<file path="src/rtl/io_peer_if.sv">
// Processor-side four-phase handshake bundle: request/data from the processor,
// acknowledge/return byte back from the peer.
interface io_peer_if;
    logic       proc_hs_out;
    logic [7:0] proc_bus_out;
    logic [7:0] proc_bus_in;
    logic       proc_hs_in;

    modport master (
        output proc_hs_out,
        output proc_bus_out,
        input  proc_bus_in,
        input  proc_hs_in
    );

    modport slave (
        input  proc_hs_out,
        input  proc_bus_out,
        output proc_bus_in,
        output proc_hs_in
    );
endinterface

</file>
<file path="src/rtl/io_peer.sv">
// IO peer: answers each processor four-phase handshake by capturing the
// processor byte and returning the head of an outbound FIFO, or a filler
// byte (8'hFF) when no data shows up within TIMEOUT cycles.
module io_peer #(
    parameter int DEPTH   = 4,
    parameter int TIMEOUT = 16
) (
    input  logic                   g_clk,
    input  logic                   g_clr,
    io_peer_if.slave               proc,
    input  logic [7:0]             tx_data,
    input  logic                   tx_push,
    output logic                   tx_full,
    output logic [$clog2(DEPTH):0] tx_count,
    output logic [7:0]             rx_data,
    output logic                   rx_valid,
    input  logic                   flag_clr,
    output logic                   underrun,
    output logic                   overflow
);
    localparam int AW = $clog2(DEPTH);
    localparam int CW = $clog2(TIMEOUT + 1);

    typedef enum logic [1:0] {
        IDLE  = 2'd0,
        WAIT  = 2'd1,
        SETUP = 2'd2,
        ACK   = 2'd3
    } state_t;

    state_t        r_state;
    state_t        w_nextState;

    logic [7:0]    r_mem [DEPTH];
    logic [AW-1:0] r_wrPtr;
    logic [AW-1:0] r_rdPtr;
    logic [AW:0]   r_count;

    logic [7:0]    r_busIn;
    logic          r_hsIn;
    logic [7:0]    r_rxData;
    logic          r_rxValid;
    logic          r_underrun;
    logic          r_overflow;
    logic [CW-1:0] r_waitCnt;
    logic          r_noPop;
    logic          r_armed;

    logic          w_notEmpty;
    logic          w_full;
    logic [7:0]    w_head;
    logic          w_push;
    logic          w_drop;
    logic          w_capture;
    logic          w_loadHead;
    logic          w_loadFill;
    logic          w_hsInSet;
    logic          w_hsInClr;
    logic          w_pop;
    logic          w_cntClr;
    logic          w_cntInc;

    assign w_notEmpty = (r_count != '0);
    assign w_full     = (r_count == (AW+1)'(DEPTH));
    assign w_head     = r_mem[r_rdPtr];
    // A push into a full FIFO is still accepted when the head leaves on the same edge.
    assign w_push     = tx_push && (!w_full || w_pop);
    assign w_drop     = tx_push && w_full && !w_pop;

    assign proc.proc_bus_in = r_busIn;
    assign proc.proc_hs_in  = r_hsIn;
    assign tx_full          = w_full;
    assign tx_count         = r_count;
    assign rx_data          = r_rxData;
    assign rx_valid         = r_rxValid;
    assign underrun         = r_underrun;
    assign overflow         = r_overflow;

    // Handshake state register.
    always_ff @(posedge g_clk) begin
        if (g_clr)
            r_state <= IDLE;
        else
            r_state <= w_nextState;
    end

    // Next-state decode and per-edge control strobes for the datapath.
    always_comb begin
        w_nextState = r_state;
        w_capture   = 1'b0;
        w_loadHead  = 1'b0;
        w_loadFill  = 1'b0;
        w_hsInSet   = 1'b0;
        w_hsInClr   = 1'b0;
        w_pop       = 1'b0;
        w_cntClr    = 1'b0;
        w_cntInc    = 1'b0;
        case (r_state)
            IDLE: begin
                if (proc.proc_hs_out && r_armed) begin
                    w_capture = 1'b1;
                    if (w_notEmpty) begin
                        w_loadHead  = 1'b1;
                        w_nextState = SETUP;
                    end else begin
                        w_cntClr    = 1'b1;
                        w_nextState = WAIT;
                    end
                end
            end
            WAIT: begin
                if (!proc.proc_hs_out) begin
                    w_nextState = IDLE;
                end else if (w_notEmpty) begin
                    w_loadHead  = 1'b1;
                    w_nextState = SETUP;
                end else if (r_waitCnt == CW'(TIMEOUT - 1)) begin
                    w_loadFill  = 1'b1;
                    w_nextState = SETUP;
                end else begin
                    w_cntInc = 1'b1;
                end
            end
            SETUP: begin
                if (!proc.proc_hs_out) begin
                    w_nextState = IDLE;
                end else begin
                    w_hsInSet   = 1'b1;
                    w_nextState = ACK;
                end
            end
            ACK: begin
                if (!proc.proc_hs_out) begin
                    w_hsInClr   = 1'b1;
                    w_pop       = !r_noPop && w_notEmpty;
                    w_nextState = IDLE;
                end
            end
            default: w_nextState = IDLE;
        endcase
    end

    // Handshake datapath: return byte, acknowledge, capture, wait counter and re-arm tracking.
    always_ff @(posedge g_clk) begin
        if (g_clr) begin
            r_busIn   <= 8'h00;
            r_hsIn    <= 1'b0;
            r_rxData  <= 8'h00;
            r_rxValid <= 1'b0;
            r_waitCnt <= '0;
            r_noPop   <= 1'b0;
            r_armed   <= 1'b0;
        end else begin
            r_rxValid <= w_capture;
            if (w_capture)
                r_rxData <= proc.proc_bus_out;
            if (w_loadHead) begin
                r_busIn <= w_head;
                r_noPop <= 1'b0;
            end else if (w_loadFill) begin
                r_busIn <= 8'hFF;
                r_noPop <= 1'b1;
            end
            if (w_hsInSet)
                r_hsIn <= 1'b1;
            else if (w_hsInClr)
                r_hsIn <= 1'b0;
            if (w_cntClr)
                r_waitCnt <= '0;
            else if (w_cntInc)
                r_waitCnt <= r_waitCnt + 1'b1;
            if (!proc.proc_hs_out)
                r_armed <= 1'b1;
        end
    end

    // Outbound FIFO storage, wrapping pointers and occupancy.
    always_ff @(posedge g_clk) begin
        if (g_clr) begin
            r_wrPtr <= '0;
            r_rdPtr <= '0;
            r_count <= '0;
        end else begin
            if (w_push) begin
                r_mem[r_wrPtr] <= tx_data;
                r_wrPtr        <= r_wrPtr + 1'b1;
            end
            if (w_pop)
                r_rdPtr <= r_rdPtr + 1'b1;
            case ({w_push, w_pop})
                2'b10:   r_count <= r_count + 1'b1;
                2'b01:   r_count <= r_count - 1'b1;
                default: r_count <= r_count;
            endcase
        end
    end

    // Sticky status flags; a set event on the same edge beats flag_clr.
    always_ff @(posedge g_clk) begin
        if (g_clr) begin
            r_underrun <= 1'b0;
            r_overflow <= 1'b0;
        end else begin
            r_underrun <= w_loadFill | (r_underrun & ~flag_clr);
            r_overflow <= w_drop     | (r_overflow & ~flag_clr);
        end
    end
endmodule

</file>
<file path="src/flat_wrapper.sv">
// flat-port wrapper written by rule: the top's interface ports become plain ports
module io_peer_flat 
#(
    parameter int DEPTH   = 4,
    parameter int TIMEOUT = 16
)
  (g_clk, g_clr, tx_data, tx_push, tx_full, tx_count, rx_data, rx_valid, flag_clr, underrun, overflow, proc_proc_hs_out, proc_proc_bus_out, proc_proc_bus_in, proc_proc_hs_in);
  io_peer_if proc_i ();
  input  logic g_clk;
  input  logic g_clr;
  input  logic [7:0] tx_data;
  input  logic tx_push;
  output logic tx_full;
  output logic [$clog2(DEPTH):0] tx_count;
  output logic [7:0] rx_data;
  output logic rx_valid;
  input  logic flag_clr;
  output logic underrun;
  output logic overflow;
  input wire logic [$bits(proc_i.proc_hs_out)-1:0] proc_proc_hs_out;
  input wire logic [$bits(proc_i.proc_bus_out)-1:0] proc_proc_bus_out;
  output wire logic [$bits(proc_i.proc_bus_in)-1:0] proc_proc_bus_in;
  output wire logic [$bits(proc_i.proc_hs_in)-1:0] proc_proc_hs_in;
  assign proc_i.proc_hs_out = proc_proc_hs_out;
  assign proc_i.proc_bus_out = proc_proc_bus_out;
  assign proc_proc_bus_in = proc_i.proc_bus_in;
  assign proc_proc_hs_in = proc_i.proc_hs_in;
  io_peer #(.DEPTH(DEPTH), .TIMEOUT(TIMEOUT)) u_core (.g_clk(g_clk), .g_clr(g_clr), .proc(proc_i), .tx_data(tx_data), .tx_push(tx_push), .tx_full(tx_full), .tx_count(tx_count), .rx_data(rx_data), .rx_valid(rx_valid), .flag_clr(flag_clr), .underrun(underrun), .overflow(overflow));
endmodule
</file>
<file path="config.mk">
export PLATFORM = sky130hd
export DESIGN_NAME = io_peer_flat
export DESIGN_NICKNAME = d
export VERILOG_FILES = /design/src/rtl/io_peer_if.sv /design/src/rtl/io_peer.sv /design/src/flat_wrapper.sv
export SDC_FILE = /design/constraint.sdc
export NUM_CORES = 1
export LEC_CHECK = 0
export BUFFER_PORTS_ARGS = -buffer_cell sky130_fd_sc_hd__buf_2
export CORE_ASPECT_RATIO = 1.1
export CORE_MARGIN = 1.5
export CORE_UTILIZATION = 38
export CTS_CLUSTER_DIAMETER = 80
export DETAILED_ROUTE_END_ITERATION = 8
export HOLD_SLACK_MARGIN = 0.02
export PLACE_DENSITY = 0.54
export SYNTH_ARGS = -nofsm -noshare
export SYNTH_HDL_FRONTEND = slang
export SYNTH_SLANG_ARGS = --single-unit
</file>
<file path="constraint.sdc">
create_clock -name g_clk -period 3.4 [get_ports g_clk]
set_clock_uncertainty 0.05 [all_clocks]
set_input_delay 0 -clock g_clk [delete_from_list [all_inputs] [get_ports g_clk]]
set_output_delay 0 -clock g_clk [all_outputs]
set_load 0.02 [all_outputs]
</file>
==> qor.csv, run 1 <==
stage,metric,value,unit
status,status,completed,
synthesis,synth_area_per_cell,12.3,µm²
synthesis,ys_types,36,
layout,syn2layout_area_growth,24.3,%
run,maxCapViolations,0,
synthesis,netlist_area,0.00276,mm²
layout,final_common_cell,buf_2,
layout,n_antenna_cell,0,
pwr,power_frac_comb,0.092,
synthesis,synth_nets,254,
detailed_routing,m1WireLength,2330,µm
floorplanning,dieWidth,84.3,µm
floorplanning,rows,32,
synthesis,synth_top_area_share,0.348,
sta,relSlewSlack,0.401,
pwr,peakVddDrop,0.000293,V
sta,grt_setup_unrepaired,no,
clock_network,insertion_delay,0.34,ns
detailed_routing,wl_met2,2580,µm
pwr,power.switching,407,µW
layout,final_cell_mix,"buf_2, dfxtp_1, edfxtp_1",
global_route,track_usage,0.146,
detailed_routing,post_drt_wl_per_cell,13.7,µm
worst_setup_path,max_stage_delay,0.42,ns
pwr,power.share.switching,0.233,
sta,hold-worst-slack,0.133,ns
synthesis,yosys.area.top_type,edfxtp_1,
hold_path,min-delay-path-class,in -> reg,
worst_setup_path,worst_path_max_delay_cell,dfxtp_1,
global_route,grt_pass1_vias,1865,
synthesis,yosysSeqAreaShare,0.624,
detailed_routing,wl_met3,179,µm
synthesis,ys_seq_elements,70,
place,dp_hpwl,3330,µm
detailed_routing,vias,1867,
clock_network,cts_tree,yes,
sta,period_needed,2.45,ns
pwr,power,1.74,mW
global_route,grt_first_pass_wirelength,8650,µm
floorplanning,die_h,92.4,µm
worst_setup_path,cp_data_required_time,3.61,ns
detailed_routing,first_iter_violations,65,
synthesis,ys_top_cells_by_area,"edfxtp_1, dfxtp_1, mux4_2",
global_route,overflow,0,
detailed_routing,highest_layer,met4,
clock_network,clk_pin_slew,0.07,ns
clock_network,cts.sinks,70,
layout,fin_nets,318,
clock_network,post-cts-setup-buffers,0,
layout,fillers,633,
clock_network,cts_buffers,9,
detailed_routing,ant_nets,0,
layout,final_util,0.490,
synthesis,synthArstFlopShare,0,
synthesis,yosys_most_used_dff,dfxtp_1,
detailed_routing,dr.pass1.iters,4,
sta,max_freq,407,MHz
synthesis,synth-edff-count,32,
synthesis,synthCells,225,
sta,setup_viol,0,
detailed_routing,postRouteWirelength,5200,µm
floorplanning,start_util,0.394,
worst_setup_path,arrival,2.67,ns
sta,setup_tns,0,ns
worst_setup_path,cp-start-kind,flop,
worst_setup_path,cp_top_family,adder cells,
pwr,p_seq_frac,0.534,
worst_setup_path,path_cells,and4bb_2 > o41ai_4 > ha_1 > inv_1 > fa_1 > xor2_1 > or3_1 > a21oi_1,
floorplanning,core_area,0.00701,mm²
sta,maxSlewViolCount,0,
pwr,p_per_area,508,mW/mm²
synthesis,yosys_warnings,0,
clock_network,cts_max_level,3,
clock_network,cts-root-buf,clkbuf_8,
global_route,grt_max_degree,39,
place,place.gp.congestion,0.752,
layout,design_area,0.00343,mm²
layout,layout-drive-gt1-share,0.238,
floorplanning,die_area,0.00778,mm²
worst_setup_path,worstSetupPathType,reg -> reg,
layout,multiInputGateArea,946,µm²
worst_setup_path,crit_fanout,10,
detailed_routing,drc,0,
worst_setup_path,cp_num_buf_inv,1,
clock_network,clk_path_buf_depth,2,
place,portBuffers,44,
layout,regArea,0.00172,mm²
pwr,internal-power,1.34,mW
worst_setup_path,end_kind,flop,
sta,tightestPinTransition,0.894,ns
global_route,antenna_found_initial,0,
place,place_area,0.00305,mm²
sta,fin_crit_sh,0.722,
pwr,p_leak,1.32,nW
sta,hold_viol_final,0,
pwr,clkPwrFrac,0.374,
floorplanning,ioPinCount,45,
detailed_routing,post_drt_via_cell_ratio,4.93,
-- power groups by stage --
stage / registers (mW) / clock network [mW] / logic [mW]
after floorplan: 0.962 / 0 / 0.0818
after global placement: 0.949 / 0 / 0.145
after detailed placement: 0.950 / 0 / 0.146
after CTS: 0.931 / 0.675 / 0.163
after global routing: 0.934 / 0.712 / 0.180
final: 0.931 / 0.651 / 0.160
-- path summary, 6_finish.rpt --
kind | start | to | slack (ns) | cells after the start
setup reg to reg | u_core.r_state[1] | u_core.tx_count[2] | 0.95 | 8
setup / recovery | u_core.r_state[1] | u_core.tx_count[2] | 0.95 | 8
hold reg to reg | u_core.rx_data[1] | u_core.rx_data[1] | 0.40 | 2
hold / removal | g_clr | u_core.tx_count[0] | 0.13 | 2
-- cells in the mapped netlist (6+ instances only) --
library cell,count
a21oi_1,18
clkbuf_1,6
dfxtp_1,38
edfxtp_1,32
ha_1,7
inv_1,13
mux4_2,8
nand2_1,22
nor2_1,26
o22ai_1,8
-- sequential cells by signal, indices dropped and copies added, names as in the netlist, named ones only --
signal                   count
u_core.proc.proc_bus_in      8
u_core.r_waitCnt             5
u_core.proc.proc_hs_in       1
u_core.underrun              1
u_core.overflow              1
u_core.rx_valid              1
u_core.rx_data               8
u_core.r_mem                32
u_core.r_state               2
u_core.r_wrPtr               2
u_core.r_rdPtr               2
u_core.r_noPop               1
u_core.tx_count              3
u_core.r_armed               1
-- layer usage --
metal	vias to the layer above	global-route usage
met1	885	0.169
met3	9	0.0392
met4	0	0.0779
met2	41	0.246
met5	-	0
li1	932	-
-- through the flow --
| step | setup WS, ns | std cells |
|---|---|---|
| finish | 0.946 | 379 |
| CTS | 0.910 | 379 |
| global placement | 0.978 | 344 |
| detailed placement | 0.934 | 344 |
| floorplan | 0.999 | 225 |
| global route | 0.779 | 379 |
-- area by class of cell --
cell class,instances,share of cell area
sequential,70,0.502
tap,85,0.0310
clock buffer,12,0.0423
multi-input combinational,131,0.276
timing repair buffer,64,0.122
inverter,13,0.0142
clock inverter,4,0.0135
-- repair_timing --
action	4_1_cts	5_1_grt
endpoints found under the setup margin	0	0
hold endpoints to repair	45	0
gates resized for setup	0	0
hold buffers	19	0
-- logic make-up after synthesis --
group | after synthesis | synth area share
buffers and inverters | 24 | 0.0335
xor gates and xnor gates | 5 | 0.0159
DFF | 70 | 0.624
AOI/OAI and AO/OA | 37 | 0.0920
adders and majority gates | 8 | 0.0390
and+or+nand+nor | 71 | 0.123
muxes | 10 | 0.0725
Note: power is estimated with default switching activity, not from simulation.
==> inputs of run 2 (changes only) <==
Settings changed: ABC_AREA set to 1, PLACE_DENSITY 0.54 to 0.56.
Clock period 3.4 ns to 2.25 ns, I/O delays scaled along.
==> qor.csv, run 2 <==
stage,metric,value,unit
worst_setup_path,reg2reg_depth,12,
synthesis,synth_area_per_cell,9.27,µm²
worst_setup_path,end_kind,flop,
sta,grt_setup_unrepaired,no,
pwr,p_per_area,724,mW/mm²
detailed_routing,post_drt_wl_per_cell,12.6,µm
worst_setup_path,cp_data_required_time,2.44,ns
layout,final_common_cell,nor2_1,
floorplanning,core_area,0.00743,mm²
worst_setup_path,r2r-end,u_core.tx_count[2],
synthesis,ys_types,23,
worst_setup_path,cp_num_buf_inv,1,
clock_network,clk_pin_slew,0.08,ns
worst_setup_path,worst_path_max_delay_cell,fa_1,
place,dp_hpwl,4010,µm
sta,maxSlewViolCount,0,
global_route,grt_max_degree,24,
run,maxCapViolations,0,
status,status,completed,
global_route,antenna_found_initial,0,
synthesis,ys_seq_elements,70,
clock_network,clk_path_buf_depth,2,
floorplanning,die_h,94.7,µm
detailed_routing,postRouteWirelength,6080,µm
worst_setup_path,crit_path_end,u_core.tx_count[2],
hold_path,min-delay-path-class,in -> reg,
sta,fin_crit_sh,0.916,
detailed_routing,vias,2290,
worst_setup_path,max_stage_delay,0.39,ns
layout,layout-drive-gt1-share,0.232,
synthesis,yosys_warnings,0,
global_route,overflow,0,
place,place.gp.congestion,0.854,
floorplanning,die_area,0.00817,mm²
place,portBuffers,44,
layout,fillers,687,
layout,largest_reg_flops,32,
sta,max_freq,485,MHz
synthesis,netlist_area,0.00290,mm²
synthesis,synth-edff-count,32,
sta,period_needed,2.06,ns
synthesis,ys_top_cells_by_area,"edfxtp_1, dfxtp_1, nor2_1",
floorplanning,start_util,0.391,
worst_setup_path,crit_fanout,6,
sta,hold_viol_final,0,
floorplanning,dieWidth,86.3,µm
sta,hold-worst-slack,0.356,ns
worst_setup_path,cp-start-kind,flop,
layout,syn2layout_area_growth,27.0,%
worst_setup_path,worstSetupPathType,reg -> reg,
detailed_routing,post_drt_via_cell_ratio,4.74,
global_route,track_usage,0.163,
worst_setup_path,critPathLaunch,u_core.tx_count[0],
synthesis,yosysSeqAreaShare,0.593,
global_route,grt_pass1_vias,2114,
synthesis,synth_nets,342,
worst_setup_path,path_cells,nor2_2 > nand2_4 > nand3_2 > nand2_2 > nand2_1 > ha_1 > inv_1 > fa_1 > a21oi_1 > o21ai_0 > o21ai_0 > a21oi_1,
layout,fin_nets,420,
clock_network,cts_buffers,9,
pwr,peakVddDrop,0.000332,V
layout,final_cell_mix,"nor2_1, buf_2, dfxtp_1",
floorplanning,rows,33,
sta,setup_tns,0,ns
detailed_routing,first_iter_violations,93,
synthesis,yosys.area.top_type,edfxtp_1,
worst_setup_path,worst-r2r-setup-slack,0.19,ns
detailed_routing,dr.pass1.iters,4,
pwr,p_leak,1.54,nW
worst_setup_path,r2r_start,u_core.tx_count[0],
sta,tightestPinTransition,0.385,ns
detailed_routing,drc,0,
detailed_routing,ant_nets,0,
sta,setup_viol,0,
layout,largest_register,u_core.r_mem,
synthesis,synthArstFlopShare,0,
floorplanning,ioPinCount,45,
clock_network,cts_max_level,3,
global_route,grt_first_pass_wirelength,10000,µm
synthesis,synth_top_area_share,0.331,
worst_setup_path,arrival,2.25,ns
worst_setup_path,cp.depth,12,
clock_network,cts-root-buf,clkbuf_8,
worst_setup_path,cp_top_family,adder cells,
synthesis,synth_common_cells,"nor2_1, dfxtp_1, o21ai_0",
layout,n_antenna_cell,0,
clock_network,cts.sinks,70,
clock_network,insertion_delay,0.34,ns
synthesis,yosys_most_used_dff,dfxtp_1,
sta,relSlewSlack,0.743,
synthesis,post-synth-top-count-cell,nor2_1,
synthesis,synthCells,313,
clock_network,cts_tree,yes,
[run 2: cell types whose count changed in the layout (fill, tap and decap cells not counted), sizes merged, moves of 7 or more]
cell and change:
nor2 +58, buf +7, nand3 +11, o21ai +37
nand2 +14, inv +17, mux4 -8, o22ai -8
[run 2: cell families (layout without fill, tap and decap cells)]
kind of cell | after synthesis | count (layout) | share of synthesized area
AOI/OAI and AO/OA | 62 | 62 | 0.111
xor gates and xnor gates | 1 | 1 | 0.00302
adders and majority gates | 8 | 8 | 0.0371
buffers and inverters | 38 | 121 | 0.0552
DFF | 70 | 70 | 0.593
and+or+nand+nor | 134 | 134 | 0.201
[run 2: repair_timing]
| item | CTS | global route |
|---|---|---|
| gates resized for setup | 0 | 7 |
| setup buffers | 0 | 1 |
| endpoints found under the setup margin | 0 | 1 |
| hold buffers | 23 | 0 |
| hold endpoints to repair | 50 | 0 |
[run 2: report_power, final]
group	internal (mW)	switching, mW
clock network	0.504	0.468
registers	1.38	0.0278
logic	0.113	0.178
total	2.00	0.673
[run 2: how the worst min path moves through the flow]
stage                                    end  depth (start not counted)  startpoint  slack, ns
after floorplan           u_core.r_mem[0][0]                          0  tx_data[0]       0.05
after global placement    u_core.r_mem[0][3]                          1  tx_data[3]       0.17
after detailed placement  u_core.r_mem[0][3]                          1  tx_data[3]       0.17
after CTS                 u_core.r_mem[0][2]                          2  tx_data[2]       0.34
after global routing      u_core.r_mem[0][3]                          2  tx_data[3]       0.36
final                     u_core.r_mem[0][4]                          2  tx_data[4]       0.36
[run 2: final cells by class]
type	count	area, µm²	area share
multi-input cells	205	1040	0.282
clock buffers	9	124	0.0336
well taps	87	109	0.0295
repair buffers	75	510	0.138
inverters	30	113	0.0305
clock inverters	7	65.1	0.0177
flip-flops and latches	70	1730	0.468
[run 2: worst reg2reg max path: stages (launching register included)]
cell	delay [ns]
dfxtp_2	0.35
nor2_2	0.17
nand2_4	0.10
nand3_2	0.09
nand2_2	0.06
nand2_1	0.06
ha_1	0.13
inv_1	0.06
fa_1	0.39
a21oi_1	0.15
o21ai_0	0.11
o21ai_0	0.17
a21oi_1	0.05
[run 2: metal layers]
layer / vias to the layer above / part of all wire / track usage
met3: 8 / 0.037 / 0.0428
met4: 0 / 0.015 / 0.0766
met1: 1060 / 0.49 / 0.214
li1: 1179 / - / -
met2: 43 / 0.46 / 0.250
met5: - / 0 / 0
[run 2: per-stage QoR]
| stage | setup WS, ns | utilization | cell area (µm²) | std cells | power (mW) |
|---|---|---|---|---|---|
| finish | 0.190 | 0.496 | 3690 | 483 | 2.67 |
| global route | 0.00851 | 0.496 | 3690 | 483 | 2.79 |
| CTS | 0.0874 | 0.493 | 3660 | 482 | 2.70 |
| detailed placement | 0.114 | 0.436 | 3240 | 443 | 1.69 |
| global placement | 0.166 | 0.436 | 3240 | 443 | 1.69 |
| floorplan | 0.0547 | - | 2910 | 313 | 1.61 |
==> inputs of run 3 (changes only) <==
Settings changed: CORE_UTILIZATION 38 to 50, PLACE_DENSITY 0.56 to 0.71.
==> qor.csv, run 3 (same netlist as run 2, synthesis figures left out) <==
stage,metric,value,unit
sta,setup_tns,0,ns
clock_network,cts_tree,yes,
global_route,grt_max_degree,24,
detailed_routing,ant_nets,0,
detailed_routing,vias,2254,
pwr,p_per_area,756,mW/mm²
layout,syn2layout_area_growth,26.7,%
clock_network,clk_path_buf_depth,2,
detailed_routing,post_drt_via_cell_ratio,4.80,
global_route,grt_first_pass_wirelength,9890,µm
layout,fin_nets,419,
worst_setup_path,end_kind,flop,
floorplanning,start_util,0.528,
clock_network,clk_pin_slew,0.08,ns
sta,fin_ws,0.186,ns
global_route,grt_pass1_vias,2150,
place,place_area,0.00322,mm²
floorplanning,core_area,0.00550,mm²
layout,final_cell_mix,"nor2_1, buf_2, dfxtp_1",
clock_network,cts_buffers,9,
clock_network,cts.sinks,70,
status,status,completed,
clock_network,cts-root-buf,clkbuf_8,
global_route,overflow,0,
floorplanning,ioPinCount,45,
sta,fin_crit_sh,0.917,
worst_setup_path,crit_fanout,6,
detailed_routing,postRouteWirelength,5880,µm
floorplanning,die_area,0.00627,mm²
global_route,track_usage,0.210,
clock_network,insertion_delay,0.33,ns
layout,layout-drive-gt1-share,0.225,
place,portBuffers,44,
place,place_inst,430,
worst_setup_path,arrival,2.24,ns
worst_setup_path,max_stage_delay,0.38,ns
sta,relSlewSlack,0.775,
layout,n_antenna_cell,0,
pwr,p_leak,1.55,nW
worst_setup_path,cp_data_required_time,2.42,ns
hold_path,min-delay-path-class,in -> reg,
worst_setup_path,worstSetupPathType,reg -> reg,
floorplanning,rows,28,
layout,final_common_cell,nor2_1,
detailed_routing,dr.pass1.iters,4,
run,maxCapViolations,0,
pwr,peakVddDrop,0.000498,V
sta,period_needed,2.06,ns
pwr,power,2.78,mW
layout,stdcell_count,470,
floorplanning,die_h,82.9,µm
worst_setup_path,cp-start-kind,flop,
detailed_routing,drc,0,
sta,max_freq,484,MHz
floorplanning,dieWidth,75.7,µm
sta,hold_viol_final,0,
place,pre_cts_ws,0.0915,ns
sta,setup_viol,0,
place,dp_hpwl,3760,µm
clock_network,cts_max_level,3,
detailed_routing,first_iter_violations,149,
sta,hold-worst-slack,0.368,ns
sta,tightestPinTransition,0.338,ns
layout,largest_reg_flops,32,
global_route,antenna_found_initial,0,
detailed_routing,post_drt_wl_per_cell,12.5,µm
worst_setup_path,worst_path_max_delay_cell,fa_1,
place,place.gp.congestion,0.808,
layout,design_area,0.00368,mm²
worst_setup_path,path_cells,nor2_4 > nand2_2 > nand3_1 > nand2_2 > nand2_1 > ha_1 > inv_1 > fa_1 > a21oi_1 > o21ai_1 > o21ai_1 > a21oi_1,
layout,largest_register,u_core.r_mem,
layout,final_util,0.669,
sta,maxSlewViolCount,0,
run 3: cell count changes in the layout (fill, tap and decap cells not counted), moves of 2 or more:
cell / delta
o21ai_1: +2
clkinv_2: -2
o21ai_0: -2
nor2_2: -2
run 3: worst max-delay path, delay by kind of cell, from the launching register on:
kind	cells	cell delay, ns
AO/OA/AOI/OAI	4	0.44
adder cells (fa/ha/maj)	2	0.51
buffers and inverters	1	0.07
flip-flops	1	0.36
AND/OR/NAND/NOR	5	0.51
run 3: routing by layer:
| layer | vias up | track usage | routed length (µm) |
|---|---|---|---|
| met1 | 1027 | 0.273 | 2600 |
| met5 | - | 0 | 0 |
| met4 | 0 | 0.0958 | 59 |
| met2 | 45 | 0.331 | 2970 |
| li1 | 1178 | - | - |
| met3 | 4 | 0.0449 | 252 |
run 3: final cells by class:
cell class / instances / area (µm²)
Timing Repair Buffer: 74 / 500
Inverter: 30 / 113
Clock buffer: 10 / 128
Sequential cell: 70 / 1730
Tap cell: 75 / 93.8
Fill cell: 460 / 1820
Multi-Input combinational cell: 205 / 1030
Clock inverter: 6 / 86.3
run 3: timing repair:
item	in CTS	in global routing
resized for setup	0	7
endpoints found under the hold margin	50	0
buffers inserted	0	2
endpoints found under the setup margin	0	1
hold buffers	22	0
run 3: report_power, final:
| group | switching (mW) | internal, mW |
|---|---|---|
| Combinational | 0.176 | 0.118 |
| Clock | 0.456 | 0.623 |
| Sequential | 0.0285 | 1.38 |
run 3: worst paths after layout:
kind	depth (start not counted)	startpoint	slack, ns	end
setup / recovery	12	u_core.tx_count[1]	0.19	u_core.tx_count[2]
hold / removal	2	tx_data[3]	0.37	u_core.r_mem[3][3]
hold reg to reg	2	u_core.r_rdPtr[1]	0.42	flop
setup reg to reg	12	u_core.tx_count[1]	0.19	u_core.tx_count[2]
